===== src/rtl/rs_sched_pkg.sv =====
// Shared constants and types for the RS issue scheduler: entry indices, age limits and the
// dispatch class encoding.
package rs_sched_pkg;

    localparam int unsigned NUM_ENTRIES = 6;
    localparam int unsigned NUM_PAIRS   = 3;

    localparam int unsigned IDX_COMPLEX0 = 5;
    localparam int unsigned IDX_COMPLEX1 = 4;
    localparam int unsigned IDX_SIMPLE0  = 3;
    localparam int unsigned IDX_SIMPLE1  = 2;
    localparam int unsigned IDX_FP0      = 1;
    localparam int unsigned IDX_FP1      = 0;

    localparam int unsigned AGE_W_DEFAULT = 3;
    localparam int unsigned AGE_MAX       = (1 << AGE_W_DEFAULT) - 1;

    // Matches the dispatch control encoding.
    typedef enum logic [1:0] {
        CLS_BUBBLE  = 2'b00,
        CLS_COMPLEX = 2'b01,
        CLS_FP      = 2'b10,
        CLS_SIMPLE  = 2'b11
    } rs_class_e;

    function automatic logic [2:0] popcount6(input logic [5:0] v);
        logic [2:0] cnt;
        cnt = '0;
        for (int i = 0; i < 6; i++) begin
            cnt = cnt + 3'(v[i]);
        end
        return cnt;
    endfunction

endpackage


===== src/rtl/rs_issue_scheduler_if.sv =====
// Dispatch/FU-facing signal bundle of the RS issue scheduler. The master side drives flush,
// allocation, operand readiness and FU readiness; the scheduler is the slave.
interface rs_issue_scheduler_if;

    logic       flush;
    logic [5:0] alloc_valid;
    logic [5:0] src_ready;
    logic       complex_fu_ready;
    logic       simple_fu_ready;
    logic       fp_fu_ready;

    logic [5:0] rs_empty;
    logic       complex_issue_valid;
    logic       complex_issue_sel;
    logic       simple_issue_valid;
    logic       simple_issue_sel;
    logic       fp_issue_valid;
    logic       fp_issue_sel;
    logic [2:0] rs_free_cnt;
    logic       sched_err;

    modport master (
        output flush, alloc_valid, src_ready, complex_fu_ready, simple_fu_ready, fp_fu_ready,
        input  rs_empty, complex_issue_valid, complex_issue_sel, simple_issue_valid,
               simple_issue_sel, fp_issue_valid, fp_issue_sel, rs_free_cnt, sched_err
    );

    modport slave (
        input  flush, alloc_valid, src_ready, complex_fu_ready, simple_fu_ready, fp_fu_ready,
        output rs_empty, complex_issue_valid, complex_issue_sel, simple_issue_valid,
               simple_issue_sel, fp_issue_valid, fp_issue_sel, rs_free_cnt, sched_err
    );

endinterface


===== src/rtl/rs_pair_select.sv =====
// Oldest-first pick between the two entries of one FU class. Equal ages resolve to entry 1,
// which dispatch fills first on a same-cycle dual allocation.
module rs_pair_select #(
    parameter int unsigned AGE_W = 3
) (
    input  logic             busy0_i,
    input  logic             busy1_i,
    input  logic             ready0_i,
    input  logic             ready1_i,
    input  logic [AGE_W-1:0] age0_i,
    input  logic [AGE_W-1:0] age1_i,
    output logic             valid_o,
    output logic             sel_o
);

    logic cand0;
    logic cand1;

    assign cand0   = busy0_i & ready0_i;
    assign cand1   = busy1_i & ready1_i;
    assign valid_o = cand0 | cand1;
    assign sel_o   = cand1 & (~cand0 | (age1_i >= age0_i));

endmodule


===== src/rtl/rs_issue_scheduler.sv =====
// Occupancy/age tracking for the six RS entries and per-class oldest-first issue selection
// with a valid/ready handshake to the complex, simple and FP units.
module rs_issue_scheduler
    import rs_sched_pkg::*;
#(
    parameter int unsigned AGE_W = AGE_W_DEFAULT
) (
    input  logic                 clk,
    input  logic                 rst,
    rs_issue_scheduler_if.slave  bus
);

    localparam logic [AGE_W-1:0] AgeMax = {AGE_W{1'b1}};

    logic [NUM_ENTRIES-1:0] busy_q, busy_d;
    logic [AGE_W-1:0]       age_q [NUM_ENTRIES];
    logic [AGE_W-1:0]       age_d [NUM_ENTRIES];
    logic                   err_q, err_d;

    // Pair vectors are indexed {complex, simple, fp} = [2:0].
    logic [NUM_PAIRS-1:0]   pair_valid;
    logic [NUM_PAIRS-1:0]   pair_sel;
    logic [NUM_PAIRS-1:0]   issue_valid;
    logic [NUM_PAIRS-1:0]   fu_ready;
    logic [NUM_PAIRS-1:0]   xfer;
    logic [NUM_ENTRIES-1:0] issue_clr;
    logic [NUM_ENTRIES-1:0] alloc_ok;
    logic [NUM_ENTRIES-1:0] alloc_bad;

    // Pair p owns entries 2p+1 (entry 0 of the pair) and 2p (entry 1).
    for (genvar p = 0; p < NUM_PAIRS; p++) begin : g_pair
        rs_pair_select #(
            .AGE_W (AGE_W)
        ) u_pair_select (
            .busy0_i  (busy_q[2*p+1]),
            .busy1_i  (busy_q[2*p]),
            .ready0_i (bus.src_ready[2*p+1]),
            .ready1_i (bus.src_ready[2*p]),
            .age0_i   (age_q[2*p+1]),
            .age1_i   (age_q[2*p]),
            .valid_o  (pair_valid[p]),
            .sel_o    (pair_sel[p])
        );
    end

    assign fu_ready    = {bus.complex_fu_ready, bus.simple_fu_ready, bus.fp_fu_ready};
    assign issue_valid = pair_valid & {NUM_PAIRS{~bus.flush}};
    assign xfer        = issue_valid & fu_ready;
    assign alloc_ok    = bus.alloc_valid & ~busy_q;
    assign alloc_bad   = bus.alloc_valid & busy_q;

    always_comb begin
        issue_clr = '0;
        for (int p = 0; p < NUM_PAIRS; p++) begin
            issue_clr[2*p]   = xfer[p] & pair_sel[p];
            issue_clr[2*p+1] = xfer[p] & ~pair_sel[p];
        end
    end

    always_comb begin
        busy_d = busy_q;
        age_d  = age_q;
        err_d  = err_q;
        if (bus.flush) begin
            // Same-cycle allocations are dropped and never count as errors.
            busy_d = '0;
            for (int i = 0; i < NUM_ENTRIES; i++) begin
                age_d[i] = '0;
            end
        end else begin
            err_d = err_q | (|alloc_bad);
            for (int i = 0; i < NUM_ENTRIES; i++) begin
                if (alloc_ok[i]) begin
                    busy_d[i] = 1'b1;
                    age_d[i]  = '0;
                end else if (issue_clr[i]) begin
                    busy_d[i] = 1'b0;
                    age_d[i]  = '0;
                end else if (busy_q[i] && (age_q[i] != AgeMax)) begin
                    age_d[i] = age_q[i] + AGE_W'(1);
                end
            end
        end
    end

    always_ff @(posedge clk) begin
        if (rst) begin
            busy_q <= '0;
            err_q  <= 1'b0;
            for (int i = 0; i < NUM_ENTRIES; i++) begin
                age_q[i] <= '0;
            end
        end else begin
            busy_q <= busy_d;
            err_q  <= err_d;
            age_q  <= age_d;
        end
    end

    assign bus.rs_empty            = ~busy_q;
    assign bus.rs_free_cnt         = popcount6(~busy_q);
    assign bus.sched_err           = err_q;
    assign bus.complex_issue_valid = issue_valid[2];
    assign bus.complex_issue_sel   = pair_sel[2];
    assign bus.simple_issue_valid  = issue_valid[1];
    assign bus.simple_issue_sel    = pair_sel[1];
    assign bus.fp_issue_valid      = issue_valid[0];
    assign bus.fp_issue_sel        = pair_sel[0];

endmodule


===== src/flat_wrapper.sv =====
// flat-port wrapper written by rule: the top's interface ports become plain ports
module rs_issue_scheduler_flat import rs_sched_pkg::*;
#(
    parameter int unsigned AGE_W = AGE_W_DEFAULT
)
  (clk, rst, bus_flush, bus_alloc_valid, bus_src_ready, bus_complex_fu_ready, bus_simple_fu_ready, bus_fp_fu_ready, bus_rs_empty, bus_complex_issue_valid, bus_complex_issue_sel, bus_simple_issue_valid, bus_simple_issue_sel, bus_fp_issue_valid, bus_fp_issue_sel, bus_rs_free_cnt, bus_sched_err);
  rs_issue_scheduler_if bus_i ();
  input  logic clk;
  input  logic rst;
  input wire logic [$bits(bus_i.flush)-1:0] bus_flush;
  input wire logic [$bits(bus_i.alloc_valid)-1:0] bus_alloc_valid;
  input wire logic [$bits(bus_i.src_ready)-1:0] bus_src_ready;
  input wire logic [$bits(bus_i.complex_fu_ready)-1:0] bus_complex_fu_ready;
  input wire logic [$bits(bus_i.simple_fu_ready)-1:0] bus_simple_fu_ready;
  input wire logic [$bits(bus_i.fp_fu_ready)-1:0] bus_fp_fu_ready;
  output wire logic [$bits(bus_i.rs_empty)-1:0] bus_rs_empty;
  output wire logic [$bits(bus_i.complex_issue_valid)-1:0] bus_complex_issue_valid;
  output wire logic [$bits(bus_i.complex_issue_sel)-1:0] bus_complex_issue_sel;
  output wire logic [$bits(bus_i.simple_issue_valid)-1:0] bus_simple_issue_valid;
  output wire logic [$bits(bus_i.simple_issue_sel)-1:0] bus_simple_issue_sel;
  output wire logic [$bits(bus_i.fp_issue_valid)-1:0] bus_fp_issue_valid;
  output wire logic [$bits(bus_i.fp_issue_sel)-1:0] bus_fp_issue_sel;
  output wire logic [$bits(bus_i.rs_free_cnt)-1:0] bus_rs_free_cnt;
  output wire logic [$bits(bus_i.sched_err)-1:0] bus_sched_err;
  assign bus_i.flush = bus_flush;
  assign bus_i.alloc_valid = bus_alloc_valid;
  assign bus_i.src_ready = bus_src_ready;
  assign bus_i.complex_fu_ready = bus_complex_fu_ready;
  assign bus_i.simple_fu_ready = bus_simple_fu_ready;
  assign bus_i.fp_fu_ready = bus_fp_fu_ready;
  assign bus_rs_empty = bus_i.rs_empty;
  assign bus_complex_issue_valid = bus_i.complex_issue_valid;
  assign bus_complex_issue_sel = bus_i.complex_issue_sel;
  assign bus_simple_issue_valid = bus_i.simple_issue_valid;
  assign bus_simple_issue_sel = bus_i.simple_issue_sel;
  assign bus_fp_issue_valid = bus_i.fp_issue_valid;
  assign bus_fp_issue_sel = bus_i.fp_issue_sel;
  assign bus_rs_free_cnt = bus_i.rs_free_cnt;
  assign bus_sched_err = bus_i.sched_err;
  rs_issue_scheduler #(.AGE_W(AGE_W)) u_core (.clk(clk), .rst(rst), .bus(bus_i));
endmodule

===== config.mk =====
export PLATFORM = sky130hd
export DESIGN_NAME = rs_issue_scheduler_flat
export DESIGN_NICKNAME = d
export VERILOG_FILES = /design/src/rtl/rs_sched_pkg.sv /design/src/rtl/rs_issue_scheduler_if.sv /design/src/rtl/rs_pair_select.sv /design/src/rtl/rs_issue_scheduler.sv /design/src/flat_wrapper.sv
export SDC_FILE = /design/constraint.sdc
export NUM_CORES = 1
export LEC_CHECK = 0
export CAP_MARGIN = 20
export CORE_ASPECT_RATIO = 0.8
export CORE_MARGIN = 5
export CORE_UTILIZATION = 40
export CTS_BUF_LIST = sky130_fd_sc_hd__clkbuf_4 sky130_fd_sc_hd__clkbuf_8
export CTS_CLUSTER_SIZE = 30
export DETAILED_ROUTE_END_ITERATION = 8
export MAX_ROUTING_LAYER = met4
export SYNTH_ARGS = -nofsm -noshare
export SYNTH_HDL_FRONTEND = slang
export SYNTH_SLANG_ARGS = --single-unit

===== constraint.sdc =====
create_clock -name clk -period 4 [get_ports clk]
set_input_delay 0.6 -clock clk [delete_from_list [all_inputs] [get_ports clk]]
set_output_delay 0.6 -clock clk [all_outputs]
set_load 0.02 [all_outputs]

==> impl_metrics.csv <==
group,metric,value,unit
clocking,ctsHoldBuffers,0,
placed_design,placement.io_buffers,33,
sta,setup_tns,0,ns
critical_path,cp_common_cell,"fa_1",
sta,skew,0.0102,ns
placed_design,place_congestion,0.789,
synthesis,yosys.area.top_type_share,30.6,%
critical_path,start_kind,"flip-flop",
floorplan,die_x,81.5,um
synthesis,ys_async_sr_fraction,0,%
sta,finalHoldViolCount,0,
clocking,cts_resized,0,
clocking,h-tree-depth,1,
cells_and_area,n_antenna_cell,0,
hold_path,hold_depth,2,
status,status,"complete, no violations",
sta,grt_setup_unrepaired,"no",
hold_path,min_from,"u_core.bus.sched_err",
pwr,ir_worst_vdd,0.000214,V
cells_and_area,final_cell_mix,"33 x clkdlybuf4s50_1, 25 x dfxtp_1, 22 x ha_1, 18 x inv_1",
run,maxCapViolCount,0,
synthesis,synth_seq_cells,25,
global_route,antenna_found_initial,0,
global_route,grt_overflow,0,
critical_path,crit_path_start,"u_core.busy_q[1]",
critical_path,r2r_start,"u_core.age_q[3]",
synthesis,ys_types,34,
sta,fin_crit_sh,91.7,%
pwr,power,0.517,mW
detailed_routing,post-route-drc-count,0,
critical_path,critPathMaxStageDelay,0.60,ns
global_route,grt_max_degree,16,
synthesis,yosysSeqAreaShare,30.6,%
critical_path,worst-path-buf-inv,2,
clocking,cts_buffers,3,
critical_path,cpLargestDelayFamily,"adder cells",
sta,relSlewSlack,56.9,%
detailed_routing,totalWireLength,3.63,mm
synthesis,synthCells,183,
cells_and_area,nNetsFinal,263,
critical_path,worstPathMaxFanout,7,
floorplan,initial_utilization,42.1,%
detailed_routing,wl_per_cell,13.2,um
cells_and_area,area_growth,27.0,%
hold_path,min_path_type,"reg2reg",
critical_path,arrival,3.07,ns
detailed_routing,vias_per_cell,4.96,
clocking,clk_latency,0.27,ns
clocking,post_cts_buffers,0,
detailed_routing,vias,1358,
placed_design,place_hpwl,3.05,mm
clocking,cts-root-buf,"clkbuf_8",
pwr,power_density,249,nW/um^2
synthesis,synthTopCellsByArea,"dfxtp_1 31%, ha_1 17%, a21oi_1 5.2%",
clocking,cts_num_sinks,25,
critical_path,setup.worst_path.class,"reg2out",
floorplan,io-pin-count,34,
pwr,p_leak,0.799,nW
critical_path,rr_worst_depth,6,
synthesis,syn_nets,226,
sta,max_freq,0.273,GHz
detailed_routing,detail-route-antenna-nets,0,
synthesis,ys_warn_count,0,
floorplan,rows,20,
clocking,cts_tree,"built",
global_route,grt_pass1_wl,6.08,mm
synthesis,ys.flop_type,"dfxtp_1",
synthesis,synthesis.area,1630,sq um
cells_and_area,nFillCells,371,
synthesis,avgSynthCellArea,8.93,sq um
cells_and_area,fin_cells,274,
clocking,path_clk_slew,0.10,ns
sta,max_slew.worst_pin.slew,0.643,ns
synthesis,synth_top_area_cell,"dfxtp_1",
sta,slew_violations,0,
floorplan,die-area,5470,sq um
critical_path,worst_path_max_delay_cell,"clkdlybuf4s50_1",
placed_design,dp.cells,270,
detailed_routing,drt_iter0_markers,44,
critical_path,worstPathRequired,3.40,ns
critical_path,endpoint_kind,"output port",
floorplan,die_height,67.2,um
sta,setup_viol,0,
sta,min_period,3.67,ns
critical_path,path_cells,"inv_1 > ha_1 > fa_1 > fa_1 > fa_1 > clkdlybuf4s50_1",
global_route,track_usage,14.8,%
synthesis,synth_edf_count,0,
placed_design,pre_cts_ws,0.646,ns
cells_and_area,drive_gt1_share,7.76,%
critical_path,reg2reg_slack,2.29,ns
hold_path,holdPathEnd,"u_core.bus.sched_err",
global_route,grt_pass1_vias,1402,
cells_and_area,final_common_cell,"clkdlybuf4s50_1",
floorplan,coreArea,3880,sq um
detailed_routing,drt_pass1_iterations,4,
critical_path,r2r-end,"u_core.age_q[5]",
sta,fin_ws,0.331,ns
clocking,cts_buffer_depth,2,
## routing by layer
layer	part of all wire, %	track usage (%)	vias up
li1	-	-	714
met2	50	26.4	15
met3	3.7	4.00	2
met5	0	-	-
met4	0.55	2.53	0
met1	46	16.7	627
## layout make-up
type	count	area, sq um	area share, %
Sequential cell	25	500	24.1
Inverter	19	71.3	3.44
Tap cell	55	68.8	3.32
Timing Repair Buffer	33	330	15.9
Clock inverter	1	7.51	0.362
Multi-Input combinational cell	138	1050	50.8
Clock buffer	3	41.3	1.99
## worst register-to-register path, stage by stage (launching register included)
cell and delay (ns):
dfxtp_1 0.40, inv_1 0.07, ha_1 0.26, nand2b_1 0.11
a311oi_2 0.13, nor4b_2 0.48, nor3_1 0.13
## metrics by stage
stage                     hold WS (ns)  utilization, %  cell area (sq um)
after CTS                        0.503            53.5               2070
final                            0.500            53.5               2070
after detailed placement         0.473            52.2               2030
after global routing             0.532            53.5               2070
after global placement           0.451            52.2               2030
after floorplan                  0.517               -               1630
## synth_stat cells (all sizes together) (4+ instances only)
cell	number
ha	22
nor2	17
xnor2	6
dfxtp	25
o21ai	6
nor3	12
inv	19
o221ai	4
nand2	12
a21oi	18
mux2	4
nor2b	7
nand2b	5
## how the worst max path moves through the flow
stage | cells after the start | endpoint | slack (ns)
5_1_grt | 6 | bus_rs_free_cnt[1] | 0.22
3_5_place_dp | 6 | bus_rs_free_cnt[1] | 0.65
6_report | 6 | bus_rs_free_cnt[1] | 0.33
4_1_cts | 6 | bus_rs_free_cnt[1] | 0.32
2_1_floorplan | 5 | bus_rs_free_cnt[1] | 1.11
3_3_place_gp | 6 | bus_rs_free_cnt[1] | 0.67
## power by group
| group | switching [mW] | total (mW) | internal (mW) |
|---|---|---|---|
| clock | 0.0822 | 0.153 | 0.0705 |
| sequential | 0.00611 | 0.260 | 0.254 |
| combinational | 0.0525 | 0.105 | 0.0525 |
| total | 0.141 | 0.517 | 0.377 |
## state kept, by name (all words and copies together) (netlist names)
name and cells:
u_core.busy_q 6, u_core.age_q 18, u_core.bus.sched_err 1
## cell families after synthesis
| kind of cell | Yosys count | share of synthesized area (%) |
|---|---|---|
| compound gates | 41 | 18.0 |
| fa+ha+maj | 25 | 20.5 |
| mux | 6 | 3.98 |
| xor+xnor | 6 | 3.22 |
| simple gates | 60 | 18.8 |
| buf+inv | 20 | 4.82 |
| flops | 25 | 30.6 |
Note: power is estimated with default switching activity, not from simulation.
